## src/rtl/rename_pkg.sv

```systemverilog
// Shared rename/issue constants and tag types.
package rename_pkg;
  localparam int AR_SIZE    = 7;
  localparam int AR_ARRAY   = 128;
  localparam int ARCH_SIZE  = 5;
  localparam int NUM_FU     = 3;
  localparam int NUM_ARCH   = 1 << ARCH_SIZE;
  localparam int FL_PRELOAD = AR_ARRAY - NUM_ARCH;

  typedef logic [AR_SIZE-1:0]   phys_tag_t;
  typedef logic [ARCH_SIZE-1:0] arch_idx_t;
  typedef logic [AR_SIZE:0]     count_t;
endpackage

```

## src/rtl/free_list_fifo.sv

```systemverilog
// Circular free list of physical tags, preloaded with the tags not mapped at reset.
module free_list_fifo import rename_pkg::*; (
  input  logic      clk,
  input  logic      rst,
  input  logic      pop,
  input  logic      push,
  input  phys_tag_t push_tag,
  output phys_tag_t head_tag,
  output count_t    count,
  output logic      overflow_err
);
  phys_tag_t mem [AR_ARRAY];
  phys_tag_t head, tail;
  logic      full, push_ok, pop_ok;

  assign full     = count == count_t'(AR_ARRAY);
  assign push_ok  = push && !full;
  assign pop_ok   = pop && count != '0;
  assign head_tag = mem[head];

  always_ff @(posedge clk) begin
    if (rst) begin
      for (int i = 0; i < AR_ARRAY; i++)
        mem[i] <= (i < FL_PRELOAD) ? phys_tag_t'(i + NUM_ARCH) : '0;
      head         <= '0;
      tail         <= phys_tag_t'(FL_PRELOAD);
      count        <= count_t'(FL_PRELOAD);
      overflow_err <= 1'b0;
    end else begin
      if (push_ok) begin
        mem[tail] <= push_tag;
        tail      <= tail + 1'b1;
      end
      if (pop_ok) head <= head + 1'b1;
      count <= count + count_t'(push_ok) - count_t'(pop_ok);
      // sticky: a push into a full list means the ROB freed a tag twice
      if (push && full) overflow_err <= 1'b1;
    end
  end
endmodule

```

## src/rtl/rename_unit.sv

```systemverilog
// Single-issue register rename: RAT lookup/update, free-list allocation, ready vector.
module rename_unit import rename_pkg::*; (
  input  logic                clk,
  input  logic                rst,
  input  logic                valid_in,
  input  arch_idx_t           rs1_arch_in,
  input  arch_idx_t           rs2_arch_in,
  input  arch_idx_t           rd_arch_in,
  input  logic                rd_write_in,
  input  logic                stall_in,
  output logic                ready_out,
  output logic                valid_out,
  output phys_tag_t           rs1_out,
  output phys_tag_t           rs2_out,
  output phys_tag_t           rd_out,
  output phys_tag_t           old_rd_out,
  output logic [AR_ARRAY:0]   reg_ready_out,
  input  logic [NUM_FU-1:0]   wb_valid_in,
  input  phys_tag_t           wb_tag0_in,
  input  phys_tag_t           wb_tag1_in,
  input  phys_tag_t           wb_tag2_in,
  input  logic                retire_valid_in,
  input  phys_tag_t           retire_tag_in,
  output count_t              free_count_out,
  output logic                stall_out,
  output logic                overflow_err_out
);
  phys_tag_t             rat [NUM_ARCH];
  logic [AR_ARRAY-1:0]   reg_ready, ready_nxt;
  phys_tag_t             fl_head, new_rd, old_rd;
  phys_tag_t             wb_tag [NUM_FU];
  count_t                fl_count;
  logic                  need, alloc, retire_push;

  assign need        = rd_write_in && rd_arch_in != '0;
  assign ready_out   = valid_in && !stall_in && (!need || fl_count != '0);
  assign stall_out   = valid_in && !ready_out;
  assign alloc       = ready_out && need;
  assign new_rd      = alloc ? fl_head : '0;
  assign old_rd      = alloc ? rat[rd_arch_in] : '0;
  assign retire_push = retire_valid_in && retire_tag_in != '0;

  assign wb_tag[0] = wb_tag0_in;
  assign wb_tag[1] = wb_tag1_in;
  assign wb_tag[2] = wb_tag2_in;

  free_list_fifo u_fl (
    .clk          (clk),
    .rst          (rst),
    .pop          (alloc),
    .push         (retire_push),
    .push_tag     (retire_tag_in),
    .head_tag     (fl_head),
    .count        (fl_count),
    .overflow_err (overflow_err_out)
  );

  assign free_count_out = fl_count;
  assign reg_ready_out  = {1'b1, reg_ready};

  // x0 is never written since need excludes rd==0, so rat[0] stays 0
  always_ff @(posedge clk) begin
    if (rst) begin
      for (int i = 0; i < NUM_ARCH; i++) rat[i] <= phys_tag_t'(i);
    end else if (alloc) begin
      rat[rd_arch_in] <= fl_head;
    end
  end

  // allocation clear is applied last so it overrides a same-cycle writeback
  always_comb begin
    ready_nxt = reg_ready;
    for (int k = 0; k < NUM_FU; k++)
      if (wb_valid_in[k] && wb_tag[k] != '0) ready_nxt[wb_tag[k]] = 1'b1;
    if (alloc) ready_nxt[fl_head] = 1'b0;
  end

  always_ff @(posedge clk) begin
    if (rst) reg_ready <= '1;
    else     reg_ready <= ready_nxt;
  end

  always_ff @(posedge clk) begin
    if (rst) begin
      valid_out  <= 1'b0;
      rs1_out    <= '0;
      rs2_out    <= '0;
      rd_out     <= '0;
      old_rd_out <= '0;
    end else if (!stall_in) begin
      valid_out  <= ready_out;
      rs1_out    <= rat[rs1_arch_in];
      rs2_out    <= rat[rs2_arch_in];
      rd_out     <= new_rd;
      old_rd_out <= old_rd;
    end
  end
endmodule
```

## config.mk

```make
export PLATFORM = sky130hd
export DESIGN_NAME = rename_unit
export DESIGN_NICKNAME = d
export VERILOG_FILES = /design/src/rtl/rename_pkg.sv /design/src/rtl/free_list_fifo.sv /design/src/rtl/rename_unit.sv
export SDC_FILE = /design/constraint.sdc
export NUM_CORES = 2
export LEC_CHECK = 0
export CAP_MARGIN = 20
export CORE_MARGIN = 4
export CORE_UTILIZATION = 40
export CTS_CLUSTER_SIZE = 30
export DETAILED_ROUTE_END_ITERATION = 10
export SKIP_LAST_GASP = 1
export SLEW_MARGIN = 20
export SYNTH_ARGS = -nofsm -noshare
export SYNTH_HDL_FRONTEND = slang
export SYNTH_SLANG_ARGS = --single-unit
export TNS_END_PERCENT = 1
```

## constraint.sdc

```tcl
create_clock -name clk -period 3.25 [get_ports clk]
set_input_delay 0.325 -clock clk [delete_from_list [all_inputs] [get_ports clk]]
set_output_delay 0.325 -clock clk [all_outputs]
set_load 0.02 [all_outputs]
```

Yosys cells after proc, flatten, opt, wreduce, memory -nomap -nowiden
Memory sizes are Yosys's and may differ from the RTL's. A register that Yosys moved wholly into a read port is not among the register bits.
Index checks and enable logic that the tools add are counted.
{ "totals": {"register_bits": 166, "ram_bits": 1120, "in_bits": 52, "out_inout_bits": 169, "memories": 2} }
{ "mem_list": {"columns": ["memory", "words", "word_bits", "rd", "rd_ports_with_merged_regs", "wr", "line", "rtl"], "rows": [
  ["u_fl.mem", 128, 7, 1, 1, 128, "free_list_fifo.sv:12", "phys_tag_t mem [AR_ARRAY];"],
  ["rat", 32, 7, 3, 2, 32, "rename_unit.sv:28", "phys_tag_t rat [NUM_ARCH];"]
]} }
{ "classes": {"n_addsub": 4, "magnitude_cmp": 8, "n_eq_ne": 1, "mux": 30, "bitwise": 5, "n_reduce_logical": 31} }
{ "op_table": {"columns": ["op", "n"], "rows": [
  ["2-to-1 mux 128 bit", 4],
  ["bitwise OR 128 bit", 3],
  ["bitwise AND 128 bit", 1],
  ["NOT 128 bit", 1],
  ["2-to-1 mux 7 bit", 7],
  ["less-than comparator 7 x 8 -> 1 bit (second input constant)", 4],
  ["demux 1 bit (select 7 bit)", 4],
  [">= comparator 7 x 1 -> 1 bit (second input constant)", 4],
  ["nonzero test 7 bit", 4],
  ["logical AND 1 bit", 16],
  ["adder 7 x 1 -> 7 bit (second input constant)", 2],
  ["2-to-1 mux 1 bit", 14],
  ["OR reduction 7 bit", 2],
  ["adder 8 x 1 -> 8 bit", 1],
  ["== test 8 bit (second input constant)", 1],
  ["nonzero test 8 bit", 1],
  ["subtractor 8 x 1 -> 8 bit", 1],
  ["zero test 1 bit", 6],
  ["2-to-1 mux 5 bit", 1],
  ["nonzero test 5 bit", 1],
  ["logical OR 1 bit", 1]
]} }

Logic depth before layout (Yosys ltp)
{ "depth": {"word_depth": 12, "ltp_mapped": 17, "mapped_depth_nobuf": 17} }

Cells and area by module
From an unflattened synthesis, not the netlist that was laid out.
{ "unflattened": {"hier_cells": 4878, "area_unflattened_um2": 64215.3} }
{ "modules_own_cells": {"columns": ["module", "n_inst", "cells_each", "area_per_inst_um2"], "rows": [
  ["free_list_fifo", 1, 3052, 43274.0],
  ["rename_unit", 1, 1826, 20941.3]
]} }

Worst setup path before layout
No wires, ideal clock.
{ "synth_timing": {"kind": "register -> register", "startpoint": "register u_fl.count[2]", "endpoint": "register u_fl.count[7]", "setup_time_ns": 0.128, "arrival_ns": 3.139, "setup_slack_ns": -0.017, "path_stages_with_launch": 17, "cell_sequence": "dfxtp_1 inv_1 ha_1 nand2_1 nor3_1 a211oi_1 ha_1 inv_1 ha_1 a21o_1 a21oi_1 o21bai_1 a21oi_1 o21bai_1 a21oi_1 xnor2_1 nor2_1"} }
{ "synth_via": {"elab_chain_cells": 6, "elab_cells_between_ends": 10} }
{ "synth_rtl": {"columns": ["item", "line", "rtl"], "rows": [
  ["start, declared", "free_list_fifo.sv:9", "output count_t count,"],
  ["start signal, assigned", "free_list_fifo.sv:27", "count <= count_t'(FL_PRELOAD);"],
  ["start signal, assigned", "free_list_fifo.sv:35", "count <= count + count_t'(push_ok) - count_t'(pop_ok);"],
  ["nonzero test 8 bit *", "free_list_fifo.sv:18, rename_unit.sv:36", null],
  ["logical OR 1 bit", "rename_unit.sv:36", "assign ready_out = valid_in && !stall_in && (!need || fl_count != '0);"],
  ["logical AND 1 bit", "rename_unit.sv:36", null],
  ["logical AND 1 bit", "rename_unit.sv:38", "assign alloc = ready_out && need;"],
  ["logical AND 1 bit *", "free_list_fifo.sv:18", "assign pop_ok = pop && count != '0;"],
  ["net u_fl.pop_ok", "free_list_fifo.sv:14", "logic full, push_ok, pop_ok;"],
  ["subtractor 8 x 1 -> 8 bit *", "free_list_fifo.sv:35", null]
]} }
The timed path passes the listed nets; every way through them passes the cells marked *.
A chain may end at the register's enable or synchronous reset.

==> results.cfg <==
[sta]
period_needed_ps = 3350
tightestPinTransition_ps = 1080
rsz0062_at_grt = yes
finalWorstSetupSlack_ps = -98.9
setup_violations = 92
drv_slew = 0
max_slew_margin_pct = 28.1
fmax_mhz = 299
finalHoldViolCount = 0
fin_tns_setup_ps = -2710
skew_ps = 49.4
finalCritPeriodShare_pct = 103

[outcome]
violations = negative setup slack
status = finished, violations left

[floorplanning]
core_um2 = 157000
num_io_pins = 221
start_util_pct = 40.4
die-area_um2 = 165000
rows = 145
die_w_um = 406
die_h_um = 406

[final_layout]
fin_area_um2 = 77600
fillers = 13500
multiInputGateArea_um2 = 24600
final_util_pct = 49.4
seq_area_um2 = 37400
layout-drive-gt1-share_pct = 26.0
nets = 5597
syn_to_final_growth_pct = 22.3

[global_route]
grt_pass1_vias = 45800
grt_usage_pct = 25.8
grt_pass1_wl_mm = 315
antenna_found_initial = 11
grt-ovfl-total = 0
grt_start_max_net_pins = 150

[worst_setup_path]
reg2reg_to = u_fl.mem[77][0]
crit_fanout = 6
r2r_slack_ps = -100
r2r_start = u_fl.count[3]
reg2regPathDepth = 13
endpoint_kind = register
crit_arrival_ps = 3890
crit_path_start_kind = register
critPathKind = reg2reg
required_ps = 3790

[clock_tree]
cts_made_buffers = 147
clkSinkCount = 1307
cts_buffer_depth = 3
cts_max_level = 4
cts_tree = built
path_clk_slew_ps = 60
clkLatencyLatePin_ps = 800
cts_hold_buf = 0
clockRootBuffer = clkbuf_16

[logic_synthesis]
synth.largest_area_cell = edfxtp_1
synth_top_area_share_pct = 53.0
ys_ff_latch = 1307
synth.area.top_cells = edfxtp_1, mux4_2, dfxtp_1
syn-instance-count = 4990
synthTopCellsByCount = edfxtp_1, nor2_1, nand2_1
yosysMostFrequentCell = edfxtp_1
synth_warnings = 0
ys.flop_type = edfxtp_1
ys_types = 66
netlist_area_um2 = 63400
async_flop_share_pct = 0
synth_seq_area_share_pct = 58.9
synth_edf_count = 1120
avgSynthCellArea_um2 = 12.7

[min_path]
min_path_type = in2reg
worstHoldEndpoint = u_fl.head[0]
holdPathStages = 3
worstHoldStart = rst

[pwr]
total_power_w = 0.0389
p_leak_nw = 24.4
max-vdd-ir-drop_v = 0.000587
power_density_nw_per_um2 = 502

[detailed_routing]
vias_per_cell = 6.11
wire_per_inst_um = 28.2
vias = 47100
drt_wl_total_mm = 217
ant_nets = 0
wl_met1_mm = 86.1
route.top_layer_used = met5
met2WireLength_mm = 99.2
drc_errors = 0
met3_length_mm = 21.5
first_pass_iters = 6
drt-initial-drc-count = 6180

[placement]
io_buffers = 219
dpl_cell_area_um2 = 71900
gp_congestion = 0.969
dpl.hpwl_mm = 148

[run]
max-cap-violations = 0
[placed cells by master, fill, tap and decap left out, drive strengths merged, types with 80 or more instances in the layout]
cell type      netlist  layout
mux4               336     336
nor3               309     309
nand3               80      80
a21oi              153     153
and2               162     162
dfxtp              187     187
nand2              477     477
mux2i              183     183
clkdlybuf4s50        0     210
buf                115     653
a221oi             130     130
or2                144     144
edfxtp            1120    1120
nand2b              85      85
nor4                96      96
clkbuf             366     193
nor2               498     498
[critical path, cell delays in order (launching register included)]
cell and delay (ps):
dfxtp_1 410, inv_1 90, ha_1 180, nand2_1 80, nor3_2 60, buf_4 180, a21oi_2 340, buf_4 200
inv_1 80, buf_4 140, nor2_1 710, nand2_1 150, buf_4 210, or2_2 270
[timing repair]
item / in CTS / in global routing
pin swaps: 8 / 18
resized for setup: 35 / 66
buffers inserted: 14 / 28
gates cloned: 1 / 3
setup endpoints to repair: 682 / 872
[cell type report]
cell class | count | share of cell area (%)
well taps | 2058 | 3.32
clock buffers | 190 | 5.15
multi-input cells | 3182 | 31.7
flip-flops and latches | 1307 | 48.2
diodes | 5 | 0.0161
inverters | 26 | 0.147
repair buffers | 866 | 10.6
clock inverters | 73 | 0.940
[logic make-up after synthesis]
logic type               after synthesis  synth area share (%)
AO/OA/AOI/OAI                        598                  6.58
adder cells (fa/ha/maj)               15                 0.308
XOR/XNOR                              16                 0.221
multiplexers                         522                  14.9
flip-flops                          1307                  58.9
other                                  2                0.0118
buffers and inverters                507                  3.31
AND/OR/NAND/NOR                     2023                  15.8
[sequential cells by signal, indices dropped and copies added, names as in the netlist, named ones only]
| signal | flops |
|---|---|
| rd_out | 7 |
| u_fl.mem | 896 |
| rat | 224 |
| old_rd_out | 7 |
| reg_ready | 128 |
| valid_out | 1 |
| u_fl.head | 7 |
| rs1_out | 7 |
| u_fl.overflow_err | 1 |
| u_fl.tail | 7 |
| u_fl.count | 8 |
| rs2_out | 7 |
[worst max-delay path by stage]
stage / cells past startpoint / slack [ps] / end / from
floorplan: 13 / 60 / reg_ready[64] / register
global placement: 10 / -390 / rat[31][5] / register
detailed placement: 12 / -430 / u_fl.mem[12][2] / retire_tag_in[5]
CTS: 14 / -60 / reg_ready[126] / register
global route: 12 / -180 / u_fl.mem[67][6] / u_fl.count[4]
finish: 13 / -100 / u_fl.mem[77][0] / u_fl.count[3]
[per-stage QoR]
step                cells  setup slack (ps)  hold WS (ps)
floorplan            4996              55.8           473
global placement     7395              -391           437
global route         7705              -183          33.2
finish               7707             -98.9          78.3
CTS                  7673             -55.3          4.50
detailed placement   7395              -428           447
[report_power, final]
group	internal, W	leakage, nW	total (W)	switching, W
registers	0.0185	11.5	0.0187	0.000199
clock network	0.00964	2.32	0.0166	0.00700
logic	0.00136	10.6	0.00356	0.00220
total	0.0295	24.4	0.0389	0.00940
[routing by layer]
layer  track usage, %  up-vias
met2             39.6     2793
met1             35.8    23700
li1                 -    20100
met3             5.09      499
met5                0        -
met4             11.2        8
Note: power is estimated with default switching activity, not from simulation.
